--- src/rtl/fpga_top_pkg.sv ---
// rtl/fpga_top_pkg.sv - shared constants and TX arbiter state type for fpga_top
package fpga_top_pkg;

  localparam int BANNER_LEN = 4;
  // "OK\r\n", byte 0 in the low octet
  localparam logic [BANNER_LEN*8-1:0] BANNER_ROM = {8'h0A, 8'h0D, 8'h4B, 8'h4F};

  typedef enum logic [1:0] {
    IDLE,
    BANNER,
    ECHO
  } tx_state_t;

  function automatic logic [7:0] banner_byte(input logic [1:0] idx);
    return BANNER_ROM[{idx, 3'b000} +: 8];
  endfunction

endpackage

--- src/rtl/fpga_top_if.sv ---
// rtl/fpga_top_if.sv - byte stream handshake between the TX arbiter and the UART transmitter
interface fpga_top_if;
  logic [7:0] tdata;
  logic       tvalid;
  logic       tready;

  modport master (output tdata, output tvalid, input tready);
  modport slave  (input tdata, input tvalid, output tready);
endinterface

--- src/rtl/uart_tx_8n1.sv ---
// rtl/uart_tx_8n1.sv - 8N1 UART transmitter; accepts the next byte in the last stop-bit cycle
module uart_tx_8n1 #(
  parameter int BAUD_DIV = 10417
) (
  input  logic      i_clk,
  input  logic      i_rst,
  fpga_top_if.slave s_tx,
  output logic      o_busy,
  output logic      o_tx
);
  localparam int CW = $clog2(BAUD_DIV + 1);
  localparam logic [CW-1:0] BAUD_MAX = CW'(BAUD_DIV - 1);

  logic          r_busy;
  logic          r_tx;
  logic [CW-1:0] r_baud_cnt;
  logic [3:0]    r_bit_idx;
  logic [7:0]    r_shift;
  logic          w_last;

  // bit 0 is the start bit, 1..8 data, 9 the stop bit
  assign w_last      = r_busy && (r_baud_cnt == BAUD_MAX) && (r_bit_idx == 4'd9);
  assign s_tx.tready = ~r_busy | w_last;
  assign o_busy      = r_busy;
  assign o_tx        = r_tx;

  always_ff @(posedge i_clk) begin
    if (i_rst) begin
      r_busy     <= 1'b0;
      r_tx       <= 1'b1;
      r_baud_cnt <= '0;
      r_bit_idx  <= '0;
      r_shift    <= '0;
    end else if (s_tx.tvalid && s_tx.tready) begin
      r_busy     <= 1'b1;
      r_tx       <= 1'b0;
      r_shift    <= s_tx.tdata;
      r_bit_idx  <= '0;
      r_baud_cnt <= '0;
    end else if (r_busy) begin
      if (r_baud_cnt != BAUD_MAX) begin
        r_baud_cnt <= r_baud_cnt + CW'(1);
      end else begin
        r_baud_cnt <= '0;
        if (r_bit_idx == 4'd9) begin
          r_busy <= 1'b0;
          r_tx   <= 1'b1;
        end else begin
          r_bit_idx <= r_bit_idx + 4'd1;
          r_tx      <= (r_bit_idx == 4'd8) ? 1'b1 : r_shift[0];
          r_shift   <= {1'b0, r_shift[7:1]};
        end
      end
    end
  end

endmodule

--- src/rtl/fpga_top.sv ---
// rtl/fpga_top.sv - serial bring-up top: banner TX, 8N1 RX, optional echo under FPGA_TOP_ECHO_EN
module fpga_top
  import fpga_top_pkg::*;
#(
  parameter int BAUD_DIV = 10417,
  parameter int HB_BIT   = 25
) (
  input  logic CLK100MHZ,
  input  logic nrst,
  output logic ck_io0,
  input  logic ck_io1,
  output logic ck_io2,
  output logic ck_io3,
  output logic ck_io4,
  output logic ck_io5,
  output logic ck_io6,
  output logic ck_io7,
  input  logic ck_io8,
  inout  wire  ck_io38,
  inout  wire  ck_io39
);
  localparam int CW = $clog2(BAUD_DIV + 1);
  localparam logic [CW-1:0] FULL_MAX = CW'(BAUD_DIV - 1);
  localparam logic [CW-1:0] HALF_MAX = CW'(BAUD_DIV / 2 - 1);

  logic          r_io1_s1, r_io1_s2, r_io1_prev;
  logic          r_rx_s1, r_rx_s2, r_rx_prev;
  logic [31:0]   r_hb_cnt;
  logic          r_rx_active, r_rx_done, r_rx_ferr;
  logic [CW-1:0] r_rx_cnt;
  logic [3:0]    r_rx_bit;
  logic [7:0]    r_rx_shift;
  tx_state_t     r_state;
  logic [2:0]    r_byte_idx;
  logic          r_banner_req;

  logic          w_io1_fall, w_hs, w_cont_banner, w_new_banner, w_new_echo;
  logic          w_tvalid, w_echo_full, w_tx_busy, w_tx_line;
  logic [7:0]    w_tdata, w_echo_data;
  logic [CW-1:0] w_rx_lim;

  fpga_top_if u_tx_if ();

  always_ff @(posedge CLK100MHZ) begin
    if (nrst) begin
      {r_io1_s1, r_io1_s2, r_io1_prev} <= 3'b111;
      {r_rx_s1, r_rx_s2, r_rx_prev}    <= 3'b111;
      r_hb_cnt                         <= '0;
    end else begin
      {r_io1_prev, r_io1_s2, r_io1_s1} <= {r_io1_s2, r_io1_s1, ck_io1};
      {r_rx_prev, r_rx_s2, r_rx_s1}    <= {r_rx_s2, r_rx_s1, ck_io8};
      r_hb_cnt                         <= r_hb_cnt + 32'd1;
    end
  end

  assign w_io1_fall = r_io1_prev & ~r_io1_s2;
  assign w_rx_lim   = (r_rx_bit == 4'd0) ? HALF_MAX : FULL_MAX;

  // start bit re-checked at half a bit, later samples one full bit apart
  always_ff @(posedge CLK100MHZ) begin
    if (nrst) begin
      r_rx_active <= 1'b0;
      r_rx_done   <= 1'b0;
      r_rx_ferr   <= 1'b0;
      r_rx_cnt    <= '0;
      r_rx_bit    <= '0;
      r_rx_shift  <= '0;
    end else begin
      r_rx_done <= 1'b0;
      if (!r_rx_active) begin
        if (r_rx_prev & ~r_rx_s2) begin
          r_rx_active <= 1'b1;
          r_rx_cnt    <= '0;
          r_rx_bit    <= '0;
        end
      end else if (r_rx_cnt != w_rx_lim) begin
        r_rx_cnt <= r_rx_cnt + CW'(1);
      end else begin
        r_rx_cnt <= '0;
        if (r_rx_bit == 4'd0) begin
          if (r_rx_s2) r_rx_active <= 1'b0;
          else         r_rx_bit    <= 4'd1;
        end else if (r_rx_bit == 4'd9) begin
          r_rx_active <= 1'b0;
          if (r_rx_s2) r_rx_done <= 1'b1;
          else         r_rx_ferr <= 1'b1;
        end else begin
          r_rx_shift <= {r_rx_s2, r_rx_shift[7:1]};
          r_rx_bit   <= r_rx_bit + 4'd1;
        end
      end
    end
  end

`ifdef FPGA_TOP_ECHO_EN
  logic       r_echo_full;
  logic [7:0] r_echo_data;

  always_ff @(posedge CLK100MHZ) begin
    if (nrst) begin
      r_echo_full <= 1'b0;
      r_echo_data <= '0;
    end else if (r_rx_done) begin
      r_echo_full <= 1'b1;
      r_echo_data <= r_rx_shift;
    end else if (w_hs && w_new_echo) begin
      r_echo_full <= 1'b0;
    end
  end

  assign w_echo_full = r_echo_full;
  assign w_echo_data = r_echo_data;
`else
  logic w_unused_rx;
  assign w_echo_full = 1'b0;
  assign w_echo_data = 8'h00;
  assign w_unused_rx = ^{r_rx_shift, r_rx_done};
`endif

  // next byte is offered whenever the transmitter can take it, so frames chain gap-free
  always_comb begin
    w_cont_banner = 1'b0;
    w_new_banner  = 1'b0;
    w_new_echo    = 1'b0;
    w_tvalid      = 1'b0;
    w_tdata       = banner_byte(2'd0);
    if (r_state == BANNER && r_byte_idx != 3'(BANNER_LEN)) begin
      w_cont_banner = 1'b1;
      w_tvalid      = 1'b1;
      w_tdata       = banner_byte(r_byte_idx[1:0]);
    end else if (r_banner_req) begin
      w_new_banner = 1'b1;
      w_tvalid     = 1'b1;
    end else if (w_echo_full) begin
      w_new_echo = 1'b1;
      w_tvalid   = 1'b1;
      w_tdata    = w_echo_data;
    end
  end

  assign u_tx_if.tvalid = w_tvalid;
  assign u_tx_if.tdata  = w_tdata;
  assign w_hs           = w_tvalid & u_tx_if.tready;

  always_ff @(posedge CLK100MHZ) begin
    if (nrst) begin
      r_state      <= IDLE;
      r_byte_idx   <= '0;
      r_banner_req <= 1'b1;
    end else begin
      r_banner_req <= w_io1_fall | (r_banner_req & ~(w_hs & w_new_banner));
      if (w_hs) begin
        if (w_cont_banner) begin
          r_byte_idx <= r_byte_idx + 3'd1;
        end else if (w_new_banner) begin
          r_state    <= BANNER;
          r_byte_idx <= 3'd1;
        end else begin
          r_state <= ECHO;
        end
      end else if (u_tx_if.tready) begin
        r_state <= IDLE;
      end
    end
  end

  uart_tx_8n1 #(.BAUD_DIV(BAUD_DIV)) u_tx (
    .i_clk  (CLK100MHZ),
    .i_rst  (nrst),
    .s_tx   (u_tx_if.slave),
    .o_busy (w_tx_busy),
    .o_tx   (w_tx_line)
  );

  logic w_unused_hb;
  assign w_unused_hb = ^r_hb_cnt;

  assign ck_io0  = 1'b0;
  assign ck_io2  = 1'b0;
  assign ck_io3  = 1'b1;
  assign ck_io4  = w_tx_busy;
  assign ck_io5  = r_rx_ferr;
  assign ck_io6  = r_hb_cnt[HB_BIT];
  assign ck_io7  = w_tx_line;
  assign ck_io38 = 1'bz;
  assign ck_io39 = 1'bz;

endmodule

--- config.mk ---
export PLATFORM = sky130hd
export DESIGN_NAME = fpga_top
export DESIGN_NICKNAME = d
export VERILOG_FILES = /design/src/rtl/fpga_top_pkg.sv /design/src/rtl/fpga_top_if.sv /design/src/rtl/uart_tx_8n1.sv /design/src/rtl/fpga_top.sv
export SDC_FILE = /design/constraint.sdc
export NUM_CORES = 1
export LEC_CHECK = 0
export BUFFER_PORTS_ARGS = -buffer_cell sky130_fd_sc_hd__buf_2
export CORE_ASPECT_RATIO = 1.75
export CORE_MARGIN = 10
export CORE_UTILIZATION = 45
export DETAILED_ROUTE_END_ITERATION = 10
export PLACE_DENSITY = 0.61
export SLEW_MARGIN = 10
export SYNTH_ARGS = -nofsm -noshare
export SYNTH_HDL_FRONTEND = slang
export SYNTH_HIERARCHICAL = 1
export SYNTH_SLANG_ARGS = --single-unit
--- constraint.sdc ---
create_clock -name CLK100MHZ -period 5.1 [get_ports CLK100MHZ]
set_clock_uncertainty 0.15 [all_clocks]
set_input_delay 0.51 -clock CLK100MHZ [delete_from_list [all_inputs] [get_ports CLK100MHZ]]
set_output_delay 0.51 -clock CLK100MHZ [all_outputs]
set_load 0.005 [all_outputs]
* After elaboration in Yosys (flattened, before gate mapping)
Index checks and enable logic that the tools add are counted.
** Word-level totals
- Bits in read-only memories :: 0
- Memories :: 0
- Memory bits (writable) :: 0
- Output and inout port bits :: 9
- Latch bits :: 0
- Register bits after elaboration :: 92
- Input bits :: 4
** Cells by class
- Bitwise operators :: 15
- Shifts and indexed selects :: 1
- Multipliers :: 0
- Reduce and logical (&&, ||, !) cells :: 17
- Equal/unequal tests :: 14
- Order comparisons :: 0
- Add/sub/neg operators :: 6
- Div/mod/pow operators :: 0
- Multiplexer cells :: 41
** Operators with widths (count)
- 14-bit 2-to-1 mux :: 5
- 8-bit 2-to-1 mux :: 5
- 32-bit by 1-bit adder with 32-bit output (second input constant) :: 1
- 32-bit by 6-bit indexed part select with 8-bit output (first input constant) :: 1
- 14-bit by 1-bit adder with 14-bit output (second input constant) :: 2
- 4-bit 2-to-1 mux :: 6
- 1-bit 2-to-1 mux :: 19
- 14-bit equality test (second input constant) :: 1
- 14-bit != test :: 1
- 14-bit != test (second input constant) :: 1
- 4-bit equality test (second input constant) :: 3
- 3-bit != test (second input constant) :: 3
- 4-bit by 1-bit adder with 4-bit output (second input constant) :: 2
- 2-bit 2-to-1 mux :: 4
- 1-bit NOT :: 8
- 2-bit nonzero test :: 4
- 3-bit 2-to-1 mux :: 2
- 2-bit AND reduction :: 3
- 3-bit AND reduction :: 2
- 1-bit bitwise AND :: 5
- 5-bit AND reduction :: 1
- 1-bit logical AND :: 4
- 4-bit zero test :: 1
- 2-bit by 1-bit != test with 1-bit output (second input constant) :: 2
- other kinds (6) :: 8

* Logic depth before layout (Yosys ltp)
Gate-level depths: netlist of the first run.
- Depth in word-level cells :: 9
- Gate-level depth with buffers :: 11

* Cells and area by module
The synthesis of the first run kept the hierarchy.
** Modules (own cells, without submodules)
- fpga_top :: times used 1, sequential area each 1161.1 um^2, cells an instance 329, area each 2782.7 um^2
- uart_tx_8n1 :: times used 1, sequential area each 560.5 um^2, cells an instance 170, area each 1508.9 um^2

* Worst setup path before layout of the first run
OpenSTA, ideal clock, no wires.
- Path kind :: register to register
- From :: register r_byte_idx[0]
- To :: register u_tx.r_shift[0]
- Arrival :: 2.026 ns
- Stages on the path, launching flop included :: 9
- Slack :: 2.866 ns
- Clock period less this slack :: 2.234 ns
- Library setup time :: 0.058 ns
- Cells stage by stage :: dfxtp_1 -> inv_1 -> ha_1 -> a21oi_1 -> or2_2 -> clkbuf_1 -> nor2_1 -> a221oi_1 -> o221a_2
** Between the ends
- Longest elaborated chain between the ends :: 6
** RTL lines
- start: declaration :: RTL line fpga_top.sv:34 : logic [2:0] r_byte_idx;
- start signal: assignment :: RTL line fpga_top.sv:154 : r_byte_idx <= r_byte_idx + 3'd1;
- 3-bit != test (*) :: RTL line fpga_top.sv:127 : if (r_state == BANNER && r_byte_idx != 3'(BANNER_LEN)) begin
- 1-bit logical AND (*) :: RTL line fpga_top.sv:127
- 1-bit 2-to-1 mux (*) :: RTL line fpga_top.sv:127
- named net u_tx_if.tvalid :: RTL line fpga_top_if.sv:4 : logic tvalid;
- 1-bit logical AND (*) :: RTL line uart_tx_8n1.sv:34 : end else if (s_tx.tvalid && s_tx.tready) begin
- 2-bit by 1-bit != test with 1-bit output (no source line) / 2-bit nonzero test (equally long branches)
- 3-bit AND reduction (no source line)
- end signal: assignment :: RTL line uart_tx_8n1.sv:37 : r_shift <= s_tx.tdata;
- end signal: assignment :: RTL line uart_tx_8n1.sv:51 : r_shift <= {1'b0, r_shift[7:1]};
- end: declaration :: RTL line uart_tx_8n1.sv:18 : logic [7:0] r_shift;
The timed path passes the listed nets; every way through them passes the cells marked *.
A chain may end at the register's enable or synchronous reset.

* Worst setup path in the final report of the first run
- From :: register r_byte_idx[0]
- To :: register u_tx.r_baud_cnt[10]
** Between the ends
- Longest elaborated chain between the ends :: 5
** RTL lines
- 3-bit != test :: RTL line fpga_top.sv:127
- 1-bit logical AND :: RTL line fpga_top.sv:127
- 1-bit 2-to-1 mux :: RTL line fpga_top.sv:127
- named net u_tx_if.tvalid :: RTL line fpga_top_if.sv:4
- 1-bit logical AND :: RTL line uart_tx_8n1.sv:34
- 2-bit OR reduction (no source line)
- end signal: assignment :: RTL line uart_tx_8n1.sv:42 : r_baud_cnt <= r_baud_cnt + CW'(1);
- end: declaration :: RTL line uart_tx_8n1.sv:16 : logic [CW-1:0] r_baud_cnt;
The timed path passes the listed nets, and every way through them passes these cells.

==> results.cfg, run 1 <==
[setup_path]
crit_chain = inv_1, ha_1, a21oi_1, or2_2, nand2_1, o211ai_2, nor3_1
crit_buf_inv = 1
startpoint_type = flip-flop
critPathTopFamily = compound AO/OA/AOI/OAI gates
slowest_stage = o211ai_2
worstPathArrival_ns = 2.83
cp_max_fo = 17
slowest_delay_ns = 0.65
worstSetupEndpointType = flip-flop
cp_data_required_time_ns = 5.13
worst-setup-path-type = reg -> reg

[timing]
setup_viol = 0
finalCriticalPeriod_ns = 2.80
min_period_over_period = 0.548
fmax_mhz = 358
rsz0062_at_grt = false
timing_hold_violations_final = 0
timing.slew.headroom = 0.325
tightestPinTransition_ns = 1.01
slew_violations = 0
tns_ns = 0

[yosys]
yosys.area_share.simple = 0.281
yosysMostFrequentCell = dfxtp_1
synthArstFlopShare = 0
synth.distinct_cells = 66
syn-instance-count = 499
synth_top_area_share = 0.401
yosys-top-cells-area = dfxtp_1 40%, xnor2_1 4.5%, ha_1 4.4%
avgSynthCellArea_sq_um = 8.60
ys.flop_type = dfxtp_1
synth_fa_ha_area_frac = 0.0437
ys_seq_area_frac = 0.401
synth_compound_area_frac = 0.131
muxShareOfSynthArea = 0.0187
synth_top_family_by_area = simple AND/OR/NAND/NOR gates
synth-edff-count = 0
synth_top_cell_by_area = dfxtp_1
synth_xor_area_frac = 0.0653
synth_common_cells = 86 x dfxtp_1, 49 x nor2_1, 44 x nand2_1
syn_area_sq_um = 4290
yosysWarnings = 6
ys_ff_latch = 86

[final_layout]
diodes = 0
synthToLayoutAreaGrowth_pct = 9.10
fin_area_sq_um = 4680
final.fill_count = 928
nets = 518
drive_gt1_frac = 0.0972

[floorplan]
io_pins = 13
die_h_um = 149
die_width_um = 93.8
core_sq_um = 9410
rows = 47
die_area_sq_um = 14000
initial_core_util = 0.456

[detailed_routing]
vias = 3513
drt-vias-per-instance = 5.61
first_pass_iters = 4
drc = 0
drtIter0Drc = 185
totalWireLength_um = 8740
wl_per_cell_um = 14.0
ant_nets = 0

[cts]
post_cts_resized = 0
numCtsBuffers = 9
clk_pin_slew_ns = 0.06
ctsLongestPathBuffers = 2
cts_hold_buf = 0
cts_root_buf = clkbuf_16
clk_latency_ns = 0.33
cts_setup_buffers = 0
cts_tree = done
htree_levels = 3
cts.sinks = 86

[power_and_ir_drop]
power.internal_w = 0.00111
p_comb_frac = 0.060
power_frac_seq = 0.490
max-vdd-ir-drop_mv = 0.182
power_density_nw_per_um2 = 308
swShare = 0.227
clock_power_share = 0.450
switchingPower_w = 0.000328
p_leak_nw = 1.59

[global_route]
grt-ovfl-total = 0
grt_pass1_vias = 3459
grt_util_all_layers = 0.130
grt_max_degree = 59
grt_pass1_wl_um = 15300
antenna_found_initial = 0

[place]
place_area_sq_um = 4380
io_buffers = 7
dpl.hpwl_um = 6160
place.gp.congestion = 0.802

[run]
maxCapViolCount = 0

[run_status]
status = complete, no violations

[hold_path]
min_path_type = in -> reg
[area by class of cell]
| class | count | area [sq um] | share of cell area |
|---|---|---|---|
| Clock buffer | 11 | 243 | 0.0518 |
| Clock inverter | 5 | 58.8 | 0.0126 |
| Inverter | 30 | 113 | 0.0241 |
| Multi-Input combinational cell | 365 | 2360 | 0.504 |
| Sequential cell | 86 | 1720 | 0.368 |
| Tap cell | 122 | 153 | 0.0326 |
| Timing Repair Buffer | 7 | 35.0 | 0.00748 |
[cells by family (layout without fill, tap and decap cells)]
family | count (synthesis) | count (layout)
adders and majority gates | 15 | 15
and+or+nand+nor | 221 | 221
DFF | 86 | 86
xor gates and xnor gates | 32 | 32
other | 2 | 9
AOI/OAI and AO/OA | 80 | 80
buffers and inverters | 55 | 53
muxes | 8 | 8
[placed cells by master, fill, tap and decap left out, drive strengths merged, types with 2 or more instances in the layout]
cell type / netlist / routed
a211oi: 3 / 3
a21oi: 19 / 19
a221oi: 7 / 7
a22oi: 2 / 2
a31oi: 4 / 4
and2: 2 / 2
and3: 5 / 5
and4: 5 / 5
and4b: 3 / 3
buf: 16 / 7
clkbuf: 9 / 11
clkinv: 0 / 2
clkinvlp: 0 / 2
conb: 2 / 9
dfxtp: 86 / 86
ha: 15 / 15
inv: 30 / 30
mux2i: 8 / 8
nand2: 44 / 44
nand2b: 4 / 4
nand3: 23 / 23
nand3b: 4 / 4
nand4: 20 / 20
nand4b: 2 / 2
nor2: 50 / 50
nor2b: 3 / 3
nor3: 19 / 19
nor3b: 5 / 5
nor4: 8 / 8
o211ai: 3 / 3
o21ai: 21 / 21
o221a: 7 / 7
o311ai: 3 / 3
or2: 7 / 7
or3: 11 / 11
or4: 2 / 2
xnor2: 22 / 22
xor2: 10 / 10
[sequential cells by signal (all words and copies together) (netlist names), 2 cells and up]
name and cells:
u_tx/r_bit_idx 4, r_hb_cnt 26, r_rx_bit 4, r_state 2, u_tx/r_baud_cnt 14, r_byte_idx 3
r_rx_cnt 14, u_tx/r_shift 8
[power by group through the flow]
| stage | Clock (W) | Sequential (W) | Combinational [W] |
|---|---|---|---|
| 4_1_cts | 0.000667 | 0.000707 | 0.0000863 |
| 2_1_floorplan | 0 | 0.000715 | 0.0000733 |
| 5_1_grt | 0.000695 | 0.000709 | 0.0000970 |
| 6_report | 0.000649 | 0.000707 | 0.0000860 |
| 3_5_place_dp | 0 | 0.000722 | 0.0000852 |
| 3_3_place_gp | 0 | 0.000721 | 0.0000830 |
[worst reg2reg max path, cell delays in order, from the launching register on]
cell and delay, ns:
dfxtp_1 0.41, inv_1 0.11, ha_1 0.22, a21oi_1 0.46, or2_2 0.37, nand2_1 0.15, o211ai_2 0.65, nor3_1 0.12
[per-stage QoR]
step | util | cells | setup slack (ns) | hold WS [ns] | power (W)
3_3_place_gp | 0.465 | 610 | 2.40 | 0.241 | 0.000804
4_1_cts | 0.497 | 626 | 2.30 | 0.199 | 0.00146
2_1_floorplan | - | 506 | 2.87 | 0.239 | 0.000788
6_report | 0.498 | 626 | 2.30 | 0.209 | 0.00144
5_1_grt | 0.498 | 626 | 2.08 | 0.196 | 0.00150
3_5_place_dp | 0.465 | 610 | 2.32 | 0.246 | 0.000807
[final timing paths]
check / from / to / slack (ns) / cells after the start
setup / recovery: r_byte_idx[0]$_SDFFE_PP0P_ / u_tx/r_baud_cnt[10]$_SDFFE_PP0P_ / 2.30 / 7
hold / removal: ck_io8 / r_rx_s1$_SDFF_PP1_ / 0.21 / 2
setup reg to reg: r_byte_idx[0]$_SDFFE_PP0P_ / u_tx/r_baud_cnt[10]$_SDFFE_PP0P_ / 2.30 / 7
hold reg to reg: r_rx_s1$_SDFF_PP1_ / r_rx_s2$_SDFF_PP1_ / 0.26 / 1
[layer usage]
metal  GRT usage  vias to the layer above  routed length (um)
met5           0                        -                   0
met4      0.0626                        0                 195
met3      0.0242                       15                 167
met2       0.243                       37                4700
met1       0.131                     1697                3670
li1            -                     1764                   -
Power figures use the tool's default switching activity.
==> run 2: changes to the inputs <==
ABC_AREA = 1   (was unset)
clock period = 2.6 ns   (was 5.1 ns; I/O delays follow)
==> results.cfg, run 2 <==
[run_status]
status = complete, no violations

[cts]
numCtsBuffers = 9
htree_levels = 3
cts_root_buf = clkbuf_16
clk_pin_slew_ns = 0.06
ctsLongestPathBuffers = 2
cts_tree = done
cts_setup_buffers = 0
cts.sinks = 86
clk_latency_ns = 0.34

[final_layout]
fin_area_sq_um = 5020
synthToLayoutAreaGrowth_pct = 8.67
nets = 668
diodes = 0
final_common_cell = nand2_1
layout_common_cells = 123 x nand2_1, 86 x dfxtp_1, 81 x nor2_1
final.fill_count = 1010
drive_gt1_frac = 0.106
largestRegisters = r_hb_cnt: 26 flops, r_rx_cnt: 14 flops, u_tx/r_baud_cnt: 14 flops
largest-register = r_hb_cnt
largest_reg_flops = 26

[timing]
setup_slack_ns = 0.472
setup_viol = 0
finalCriticalPeriod_ns = 2.13
timing.slew.headroom = 0.532
tns_ns = 0
timing_hold_violations_final = 0
rsz0062_at_grt = false
tightestPinTransition_ns = 0.701
min_period_over_period = 0.819
fmax_mhz = 470
slew_violations = 0

[power_and_ir_drop]
power_density_nw_per_um2 = 614
switchingPower_w = 0.000747
p_comb_frac = 0.100
power_frac_seq = 0.457
total_power_w = 0.00309
max-vdd-ir-drop_mv = 0.401
swShare = 0.242
p_leak_nw = 1.93
power.internal_w = 0.00234
clock_power_share = 0.443

[yosys]
ys.flop_type = dfxtp_1
synthArstFlopShare = 0
avgSynthCellArea_sq_um = 7.23
synth_top_area_share = 0.373
ys_seq_area_frac = 0.373
yosysMostFrequentCell = nand2_1
syn_area_sq_um = 4620
syn-instance-count = 639
yosysWarnings = 6
ys_ff_latch = 86
synth_common_cells = 123 x nand2_1, 86 x dfxtp_1, 81 x nor2_1
synth-edff-count = 0
yosys-top-cells-area = dfxtp_1 37%, nand2_1 10%, nor2_1 6.6%
synth.distinct_cells = 39
synth_top_cell_by_area = dfxtp_1

[global_route]
busiest_layer = met2
use_met3 = 0.0247
grt_util_all_layers = 0.134
grt_pass1_vias = 4060
gr-usage-met2 = 0.266
grtUsageMet1 = 0.124
grt_pass1_wl_um = 17300
antenna_found_initial = 0
grt_max_degree = 45
grt-ovfl-total = 0

[place]
place_area_sq_um = 4680
pre_cts_ws_ns = 0.459
dpl.hpwl_um = 7270
io_buffers = 7
place.gp.congestion = 0.885

[setup_path]
rr_startpoint = r_byte_idx[0]$_SDFFE_PP0P_
worst-setup-path-type = reg -> reg
worstSetupEndpointType = flip-flop
cp_data_required_time_ns = 2.68
cp-startpoint = r_byte_idx[0]$_SDFFE_PP0P_
startpoint_type = flip-flop
cp_max_fo = 18
worstPathArrival_ns = 2.21

[detailed_routing]
drtIter0Drc = 261
drc = 0
first_pass_iters = 4
wl_per_cell_um = 12.5
totalWireLength_um = 9760
ant_nets = 0
drt-vias-per-instance = 5.07
vias = 3948

[hold_path]
min_path_type = reg -> reg
hp-start = r_rx_s1$_SDFF_PP1_

[floorplan]
io_pins = 13
die_h_um = 154
initial_core_util = 0.463
die_area_sq_um = 14900
die_width_um = 96.6
rows = 48
core_sq_um = 9970

[run]
maxCapViolCount = 0
[run 2: cell count changes after synthesis, moves of 8 or more]
cell and delta:
xnor2_1 -18, inv_1 +47, nand3_1 +22, or3_1 -9
nand2_1 +79, a21oi_1 +25, mux2i_1 -8, nor2_2 +8
nor2_1 +32
[run 2: worst paths after layout]
path,to,slack [ns],cells after the start
hold / removal,r_rx_s2$_SDFF_PP1_,0.26,1
hold reg to reg,r_rx_s2$_SDFF_PP1_,0.26,1
setup / recovery,u_tx/r_baud_cnt[5]$_SDFFE_PP0P_,0.47,10
setup reg to reg,u_tx/r_baud_cnt[5]$_SDFFE_PP0P_,0.47,10
[run 2: power by group through the flow]
stage / Clock (W) / Combinational, W / Sequential, W
2_1_floorplan: 0 / 0.000280 / 0.00143
3_3_place_gp: 0 / 0.000300 / 0.00144
3_5_place_dp: 0 / 0.000307 / 0.00144
4_1_cts: 0.00140 / 0.000310 / 0.00141
5_1_grt: 0.00144 / 0.000362 / 0.00142
6_report: 0.00137 / 0.000307 / 0.00141
[run 2: timing repair]
| action | 4_1_cts | 5_1_grt |
|---|---|---|
| hold buffers | 2 | 0 |
| hold endpoints to repair | 2 | 0 |
| resized for setup | 0 | 0 |
[run 2: metrics by stage]
step | hold slack (ns) | instances | util
after CTS | 0.269 | 779 | 0.504
after global placement | 0.254 | 761 | 0.470
after global routing | 0.279 | 779 | 0.504
after detailed placement | 0.251 | 761 | 0.470
final | 0.263 | 779 | 0.504
after floorplan | 0.214 | 646 | -
[run 2: critical path, cell delays in order (launching register included)]
cell     delay [ns]
dfxtp_1        0.39
inv_1          0.10
ha_1           0.22
nand2_1        0.07
nand3_1        0.12
nand2_1        0.35
nand2_4        0.20
nand2_2        0.11
inv_1          0.09
nand2_1        0.16
nor2_1         0.06
[run 2: final cells by class]
type                    count  area, sq um  share of cell area
multi-input cells         458         2430               0.483
flip-flops and latches     86         1720               0.343
inverters                  78          293              0.0583
clock buffers              12          246              0.0491
well taps                 125          156              0.0311
repair buffers             16          108              0.0214
clock inverters             4         70.1              0.0140
[run 2: cells by family (layout without fill, tap and decap cells)]
group / Yosys count / after routing / synth area share
AOI/OAI and AO/OA: 79 / 79 / 0.0980
xor gates and xnor gates: 18 / 18 / 0.0341
adders and majority gates: 15 / 15 / 0.0406
buffers and inverters: 102 / 110 / 0.108
DFF: 86 / 86 / 0.373
other: 2 / 9 / 0.00163
and+or+nand+nor: 337 / 337 / 0.345
[run 2: metal layers]
metal	vias up	share of wire
li1	2063	-
met1	1822	0.39
met2	44	0.56
met3	19	0.020
met4	0	0.024
met5	-	0
==> run 3: changes to the inputs <==
PLACE_DENSITY = 0.63   (was 0.61)
clock period = 1.8 ns   (was 2.6 ns; I/O delays follow)
==> results.cfg, run 3 (synthesized netlist as in run 2, its figures left out) <==
[floorplan]
core_sq_um = 9970
initial_core_util = 0.463
die_area_sq_um = 14900
io_pins = 13
die_width_um = 96.6
die_h_um = 154
rows = 48

[place]
dpl.cell_count = 786
pre_cts_ws_ns = -0.0291
place.gp.congestion = 0.859
io_buffers = 7
place_area_sq_um = 4870
dpl.hpwl_um = 7340

[global_route]
grt_util_all_layers = 0.134
grt_pass1_wl_um = 17300
grt_pass1_vias = 4001
grt_max_degree = 25
antenna_found_initial = 0
grt-ovfl-total = 0

[final_layout]
diodes = 0
nets = 706
fin_area_sq_um = 5530
final_cells = 814
largest-register = r_hb_cnt
synthToLayoutAreaGrowth_pct = 19.6
layout_common_cells = 110 x nand2_1, 78 x dfxtp_1, 74 x nor2_1
final_common_cell = nand2_1
largestRegisters = r_hb_cnt: 26 flops, r_rx_cnt: 14 flops, u_tx/r_baud_cnt: 14 flops
largest_reg_flops = 26
drive_gt1_frac = 0.229

[setup_path]
worstSetupEndpointType = flip-flop
cp_max_fo = 8
critPathTopFamily = simple AND/OR/NAND/NOR gates
worstPathArrival_ns = 1.88
slowest_delay_ns = 0.32
cp_data_required_time_ns = 1.92
slowest_stage = dfxtp_2
worst-setup-path-type = reg -> reg
crit_chain = inv_2, ha_4, nand2_2, inv_2, nand2_1, nor2_1, nand3_1, nand2_4, nand2_4, buf_8, nand2_1, nand2_2, a21oi_2
startpoint_type = flip-flop
crit_buf_inv = 3

[detailed_routing]
drtIter0Drc = 134
first_pass_iters = 4
drc = 0
ant_nets = 0
vias = 4148
totalWireLength_um = 10100
drt-vias-per-instance = 5.10
wl_per_cell_um = 12.4

[power_and_ir_drop]
p_leak_nw = 2.12
max-vdd-ir-drop_mv = 0.525
power_density_nw_per_um2 = 788

[timing]
timing_hold_violations_final = 0
setup_slack_ns = 0.0363
finalCriticalPeriod_ns = 1.76
min_period_over_period = 0.980
fmax_mhz = 567
setup_viol = 0
rsz0062_at_grt = true
slew_violations = 0

[cts]
clk_pin_slew_ns = 0.06
cts.sinks = 86
clk_latency_ns = 0.33
cts_tree = done
cts_root_buf = clkbuf_16
htree_levels = 3
numCtsBuffers = 9
ctsLongestPathBuffers = 2

[run_status]
status = complete, no violations

[hold_path]
min_path_type = in -> reg

[run]
maxCapViolCount = 0
==> run 3: path summary, 6_finish.rpt <==
kind	end	slack, ns	from	cells after the start
max	u_tx/r_shift[0]$_SDFFE_PP0P_	0.04	u_tx/r_baud_cnt[1]$_SDFFE_PP0P_	13
min	r_byte_idx[1]$_SDFFE_PP0P_	0.09	nrst	2
max reg2reg	u_tx/r_shift[0]$_SDFFE_PP0P_	0.04	u_tx/r_baud_cnt[1]$_SDFFE_PP0P_	13
min reg2reg	r_rx_s2$_SDFF_PP1_	0.26	r_rx_s1$_SDFF_PP1_	1
==> run 3: cell type report <==
type                            count  area [sq um]
Multi-Input combinational cell    459          2630
Inverter                           78           299
Clock inverter                      1          8.76
Tap cell                          125           156
Clock buffer                       12           246
Timing Repair Buffer               53           454
Fill cell                         964          4440
Sequential cell                    86          1730
==> run 3: through the flow <==
step	power, W	hold WS, ns	utilization	TNS, ns
after floorplan	0.00246	0.134	-	0
after global placement	0.00256	0.217	0.489	0
after detailed placement	0.00258	0.218	0.489	-0.0813
after CTS	0.00425	0.0859	0.520	-0.0289
after global routing	0.00456	0.105	0.554	-1.00
final	0.00436	0.0893	0.554	0
==> run 3: timing repair <==
action	CTS	global route
resized for setup	4	73
pin swaps	2	32
cloned	1	1
hold buffers	2	0
hold endpoints to repair	2	0
setup endpoints to repair	14	60
setup buffers	2	9
==> run 3: per-layer routing <==
metal | wire (um) | vias to the layer above | track usage
li1 | - | 2145 | -
met1 | 4060 | 1917 | 0.133
met2 | 5550 | 66 | 0.252
met3 | 227 | 20 | 0.0278
met4 | 256 | 0 | 0.0713
met5 | 0 | - | 0
==> run 3: power by group <==
group	internal, W	total [W]	switching (W)
clock	0.000953	0.00165	0.000701
sequential	0.00198	0.00204	0.0000553
combinational	0.000293	0.000669	0.000377
total	0.00323	0.00436	0.00113
